## src/rtl/bcd_to_bin32.sv

```systemverilog
// Sequential reverse double-dabble: packed BCD in, unsigned binary out, one shift per clock.
// Operands with any digit above 9 are rejected in one cycle with err set.
module bcd_to_bin32 #(
  parameter int unsigned DIGITS = 8,
  parameter int unsigned BIN_W  = 32
) (
  input  logic                  CLK,
  input  logic                  rst,
  input  logic                  start,
  input  logic [4*DIGITS-1:0]   bcd_in,
  output logic                  busy,
  output logic                  done,
  output logic                  err,
  output logic [BIN_W-1:0]      bin_out
);

  localparam int unsigned BcdW  = 4 * DIGITS;
  localparam int unsigned WorkW = BcdW + BIN_W;
  localparam int unsigned CntW  = $clog2(BIN_W + 1);
  localparam logic [CntW-1:0] LastCnt = CntW'(BIN_W - 1);

  typedef enum logic [0:0] {StIdle, StShift} state_e;

  state_e            state_q, state_d;
  logic [WorkW-1:0]  work_q, work_d;
  logic [CntW-1:0]   cnt_q, cnt_d;
  logic [BIN_W-1:0]  bin_q, bin_d;
  logic              err_q, err_d;
  logic              done_q, done_d;

  logic [WorkW-1:0]  shifted;
  logic [WorkW-1:0]  adjusted;
  logic              bad_digit;

  // One iteration: shift right, then pull every BCD digit >= 8 back down by 3.
  always_comb begin
    shifted  = work_q >> 1;
    adjusted = shifted;
    for (int i = 0; i < DIGITS; i++) begin
      if (shifted[BIN_W + 4*i +: 4] >= 4'd8) begin
        adjusted[BIN_W + 4*i +: 4] = shifted[BIN_W + 4*i +: 4] - 4'd3;
      end
    end
  end

  always_comb begin
    bad_digit = 1'b0;
    for (int i = 0; i < DIGITS; i++) begin
      if (bcd_in[4*i +: 4] > 4'd9) begin
        bad_digit = 1'b1;
      end
    end
  end

  always_comb begin
    state_d = state_q;
    work_d  = work_q;
    cnt_d   = cnt_q;
    bin_d   = bin_q;
    err_d   = err_q;
    done_d  = 1'b0;
    case (state_q)
      StIdle: begin
        if (start) begin
          if (bad_digit) begin
            bin_d  = '0;
            err_d  = 1'b1;
            done_d = 1'b1;
          end else begin
            work_d  = {bcd_in, {BIN_W{1'b0}}};
            cnt_d   = '0;
            err_d   = 1'b0;
            state_d = StShift;
          end
        end
      end
      StShift: begin
        work_d = adjusted;
        cnt_d  = cnt_q + CntW'(1);
        if (cnt_q == LastCnt) begin
          bin_d   = adjusted[BIN_W-1:0];
          done_d  = 1'b1;
          state_d = StIdle;
        end
      end
      default: state_d = StIdle;
    endcase
  end

  always_ff @(posedge CLK or posedge rst) begin
    if (rst) begin
      state_q <= StIdle;
      work_q  <= '0;
      cnt_q   <= '0;
      bin_q   <= '0;
      err_q   <= 1'b0;
      done_q  <= 1'b0;
    end else begin
      state_q <= state_d;
      work_q  <= work_d;
      cnt_q   <= cnt_d;
      bin_q   <= bin_d;
      err_q   <= err_d;
      done_q  <= done_d;
    end
  end

  assign busy    = (state_q == StShift);
  assign done    = done_q;
  assign err     = err_q;
  assign bin_out = bin_q;

endmodule

```

## config.mk

```make
export PLATFORM = sky130hd
export DESIGN_NAME = bcd_to_bin32
export DESIGN_NICKNAME = d
export VERILOG_FILES = /design/src/rtl/bcd_to_bin32.sv
export SDC_FILE = /design/constraint.sdc
export NUM_CORES = 1
export LEC_CHECK = 0
export ABC_AREA = 1
export BUFFER_PORTS_ARGS = -buffer_cell sky130_fd_sc_hd__buf_2
export CAP_MARGIN = 30
export CELL_PAD_IN_SITES_DETAIL_PLACEMENT = 0
export CELL_PAD_IN_SITES_GLOBAL_PLACEMENT = 1
export CORE_ASPECT_RATIO = 0.7
export CORE_MARGIN = 5
export CORE_UTILIZATION = 43
export CTS_CLUSTER_DIAMETER = 80
export DETAILED_ROUTE_END_ITERATION = 7
export GPL_ROUTABILITY_DRIVEN = 1
export GPL_TIMING_DRIVEN = 0
export PLACE_DENSITY_LB_ADDON = 0.1
export SYNTH_ARGS = -nofsm -noshare
export SYNTH_HDL_FRONTEND = slang
export SYNTH_SLANG_ARGS = --single-unit
```

## constraint.sdc

```tcl
create_clock -name CLK -period 4.37 [get_ports CLK]
set_input_delay 0.437 -clock CLK [delete_from_list [all_inputs] [get_ports CLK]]
set_output_delay 0.437 -clock CLK [all_outputs]
set_load 0.01 [all_outputs]
```

======== After elaboration in Yosys (flattened, before gate mapping) ========
Index checks and enable logic that the tools add are counted.
cells by class
  bitwise operators ....................... 1
  order comparisons ....................... 16
  reduce and logical (&&, ||, !) cells .... 3
  $add $sub $neg .......................... 9
  multiplexer cells ....................... 34
  equal/unequal tests ..................... 5
operators with widths
  cell                   count
  $mux W64               2
  $pmux W64 S2           1
  $mux W32               3
  $pmux W32 S2           1
  $gt A4 B4 Y1 const B   8
  $mux W4                8
  $ge A4 B4 Y1 const B   7
  $sub A4 B2 Y4 const B  7
  $mux W1                14
  $mux W6                2
  $pmux W6 S2            1
  $add A6 B1 Y6 const B  1
  $eq A6 B5 Y1 const B   1
  $ne A2 B2 Y1 const B   3
  $ge A3 B4 Y1 const B   1
  $pmux W1 S2            2
  $reduce_and A2 Y1      2
  $sub A3 B2 Y4 const B  1
  $reduce_and A3 Y1      1
  $ne A2 B1 Y1 const B   1
  $not A1 Y1             1
word-level totals
  flip-flop bits (word level) ............. 105
  output and inout bits ................... 35
  word-level logic and storage cells ...... 74

======== Depth between registers and ports, before layout ========
  depth after elaboration ................. 12
  depth in mapped cells ................... 8

======== Least setup slack after synthesis ========
OpenSTA, ideal clock, no wires.
  kind .................................... input to register
  start point ............................. in bcd_in[18]
  end point ............................... reg work_q[11]
  path buffers ............................ 2
  slack ................................... 2.953 ns
  arrival ................................. 1.299 ns
  stages .................................. 8
  path through ............................ o21ai_1 > nand2_1 > nor2_2 > nand3_2 > buf_4 > buf_6 > nand3_1 > nand2_1
between the ends
  longest elaborated chain between the ends .. 7
RTL lines
  item                         RTL line  text
  start, declared              10        input logic [4*DIGITS-1:0] bcd_in,
  $gt A4 B4 Y1                 49        if (bcd_in[4*i +: 4] > 4'd9) begin
  $mux W1 (4 in a row)         49
  $ne A2 B2 Y1 (no line)       --
  $reduce_and A2 Y1 (no line)  --
  end signal, assigned         100       work_q <= work_d;
  end, declared                25        logic [WorkW-1:0] work_q, work_d;
No other way between the ends.
A chain may end at the register's enable or synchronous reset.

======== Worst setup path after layout ========
  start point ............................. reg state_q (netlist: busy)
  end point ............................... reg work_q[32]
between the ends
  longest elaborated chain between the ends .. 3
  elaborated cells between the ends (all ways) .. 5
  classes of those cells .................. eq/ne (2); mux (1); bitwise (1); reduce/logical (1)
RTL lines
  item                         RTL line  text
  start, declared              24        state_e state_q, state_d;
  start signal, assigned       92        state_q <= StIdle;
  start signal, assigned       99        state_q <= state_d;
  $not A1 Y1 (no line)         --
  $ne A2 B2 Y1 (no line)       --
  $reduce_and A2 Y1 (no line)  --
Several ways; a longest one is shown, not always the timed one.

==> summary.txt <==
Global route
  • Grt total ovfl: 0
  • Number of global-route vias before repair: 4356
  • Largest net degree at the start of global routing: just over 70
  • Antenna violations before repair: 0
  • GRT Resource Usage Total: 19.7%
  • First-pass GRT wire length: 22700 um

Drt
  • Routed met2 length: 5760 um
  • Detail Route Antenna Nets: 0
  • Vias: 4710
  • Top routing layer in use: met4
  • First drt pass iteration count: 5
  • Drt drc: 0
  • Vias/cell: 5.22
  • Final wirelength: 13600 um
  • Routed length per instance: 15.1 um
  • Initial drt markers: about 320
  • Met3 WL: roughly 640 um
  • Wl on met1: 7140 um

Critical path
  • Crit-path max FO: 10
  • WP buf/inv: 3
  • R2r worst-path depth: 5
  • WS Path Type: flop to flop
  • CP Launch Type: flop
  • WP data required: 4.64 ns
  • Worst R2R Start: busy
  • Crit path max-delay cell type: buf_1
  • WP data arrival: 2.09 ns
  • R2R setup slack: roughly 2.6 ns
  • RR Endpoint: work_q[32]
  • Max incr delay on CP: 0.53 ns
  • CP top delay family: buffers and inverters
  • Crit. End Element: flop
  • CP cell instances: inv_1, clkbuf_1, buf_1, nand3_1, nand2_1

Synthesis
  • Synth Area in Adders: 3.60%
  • Synth Area in XOR/XNOR: less than 1%
  • Yosys warning count: 0
  • Synth Area per Inst: ~7.9 um^2
  • Share of the yosys chip area belonging to registers: 49.9%
  • Mux cell area share after synthesis: 0%
  • Syn Nets: 709
  • Ys flop type: dfrtp_1
  • Largest cells by area after synthesis: dfrtp_1 50%, nand3_1 16%, nand2_1 14%
  • Post-synth EDFFs: 0
  • Post-synthesis simple-gate area fraction: 32.9%
  • Most common cell in the netlist: nand2_1
  • Synth cell types: 23
  • Seq cells post-synth: 104
  • Cells after Synth: 659
  • Post-synth top area share: ~50%
  • Post-synthesis compound-gate area fraction: 6.48%
  • Post-synth top area cell: dfrtp_1
  • Commonest cells in the netlist: 197 x nand2_1, 167 x nand3_1, 104 x dfrtp_1, 44 x o21ai_0, 35 x inv_1
  • Asr flop ratio synth: 100%
  • Mapped Area: approximately 0.0052 mm^2
  • Largest family of logic cells by synthesized area: simple AND/OR/NAND/NOR gates

Finish
  • N_diodes: 0
  • Number of fill cells: 1201
  • Multi-input gate area: approximately 0.0023 mm^2
  • Share of cells above drive strength 1: roughly 15%
  • Area growth, synth to finish: 16.3%
  • Net count, final: 790
  • FF/Latch Area: about 0.0026 mm^2
  • Final Cell Area: 0.00606 mm^2

Die
  • Die ar.: 0.0145 mm^2
  • Std-Cell Rows: 33
  • Core box area: 0.0118 mm^2
  • Die Ht: 102 um
  • I/O pins: 70
  • Initial Util: approximately 44%
  • Die width: ~140 um

Clock network
  • CTS Buf Count: 9
  • Post_cts resized: 0
  • Setup bufs post-CTS: 0
  • CTS Hold Bufs: 0
  • CTS sink count: 104
  • Worst-path clk slew: approximately 0.07 ns
  • TritonCTS clock tree: yes
  • Clk buf depth: 2
  • Clock latency on the worst-skew pair: 0.34 ns
  • H-Tree Depth: 3
  • Root buffer cell: clkbuf_16

Timing
  • Worst Max-Slew Pin Slew: roughly 0.63 ns
  • Post-route setup slack: 2.56 ns
  • Max frequency: 552 MHz
  • Setup TNS: 0 ns
  • Max Slew Vio Count: 0
  • Tmin final: 1.81 ns
  • RSZ-0062 raised after global routing: false
  • Clk_skew: 0.0105 ns
  • Hold Violations, Final: 0
  • Slew Limit Headroom: 58.3%
  • Final Cycle Share: 41.5%
  • Final setup viols: 0

Power and ir drop
  • Leak Pwr: 3.31 nW
  • Peak VDD IR: 0.000234 V
  • Final Power: roughly 2.8 mW
  • PwrDens: 465 mW/mm^2

Outcome
  • Outcome: completed

Placement
  • GP Congestion: just over 0.8
  • Placed inst area: 0.00578 mm^2
  • Setup WS pre-CTS: 2.52 ns
  • PortBufs: 69
  • Hpwl dp: 9730 um

Run
  • Max-cap violations: 0

Min path
  • Worst hold path class: input port to asynchronous set/reset pin
[routing by layer]
metal	GRT usage, %	vias to the layer above
li1	-	2339
met1	30.9	2268
met2	28.3	95
met3	4.44	8
met4	3.24	0
met5	0	-
[sequential cells by signal, indices dropped and copies added, names as in the netlist]
name / cells
bin_out: 32
busy: 1
cnt_q: 6
done: 1
err: 1
work_q: 63
[area by class of cell]
class	instances	share of cell area (%)
tap	157	3.24
buffer	44	3.45
inverter	36	2.27
multi-input combinational	475	37.4
clock inverter	6	0.846
clock buffer	10	3.78
sequential	104	42.9
timing repair buffer	70	6.15
[logic make-up after synthesis]
logic type                 count (synthesis)
buffers and inverters                     80
adders and majority gates                 15
xor gates and xnor gates                   3
AOI/OAI and AO/OA                         67
and+or+nand+nor                          390
DFF                                      104
[cell usage in the layout, fill, tap and decap left out, types with 3 or more instances in the layout]
cell	n
nand2_1	197
nand3_1	167
dfrtp_1	104
buf_2	83
o21ai_0	44
inv_1	34
clkbuf_1	18
ha_1	15
a21oi_1	14
nor2_1	9
clkbuf_16	9
o21ai_1	8
buf_1	8
nor3_1	7
nor2_2	3
buf_4	3
xnor2_1	3
clkinvlp_4	3
[power by group]
group	internal (mW)	total (mW)	switching, mW	leakage [nW]
logic	0.246	0.655	0.409	1.80
clock network	0.395	0.773	0.377	0.128
registers	1.18	1.39	0.210	1.38
total	1.82	2.82	0.996	3.31
[how the worst max path moves through the flow]
stage,startpoint,end,slack (ns),cells after the start
floorplan,rst,bin_out[0],1.20,1
global placement,rst,work_q[43],-0.12,2
detailed placement,bcd_in[2],work_q[50],2.52,8
CTS,busy,bin_out[29],2.55,5
global route,busy,work_q[32],2.37,5
finish,busy,work_q[32],2.56,5
[per-stage QoR]
stage,cells,hold slack [ns],utilization [%]
final,902,0.123,51.5
after global routing,902,0.147,51.5
after CTS,902,0.128,51.5
after detailed placement,886,0.480,49.2
after global placement,885,0.472,48.9
after floorplan,659,0.470,-
(Power assumes the default switching activity.)
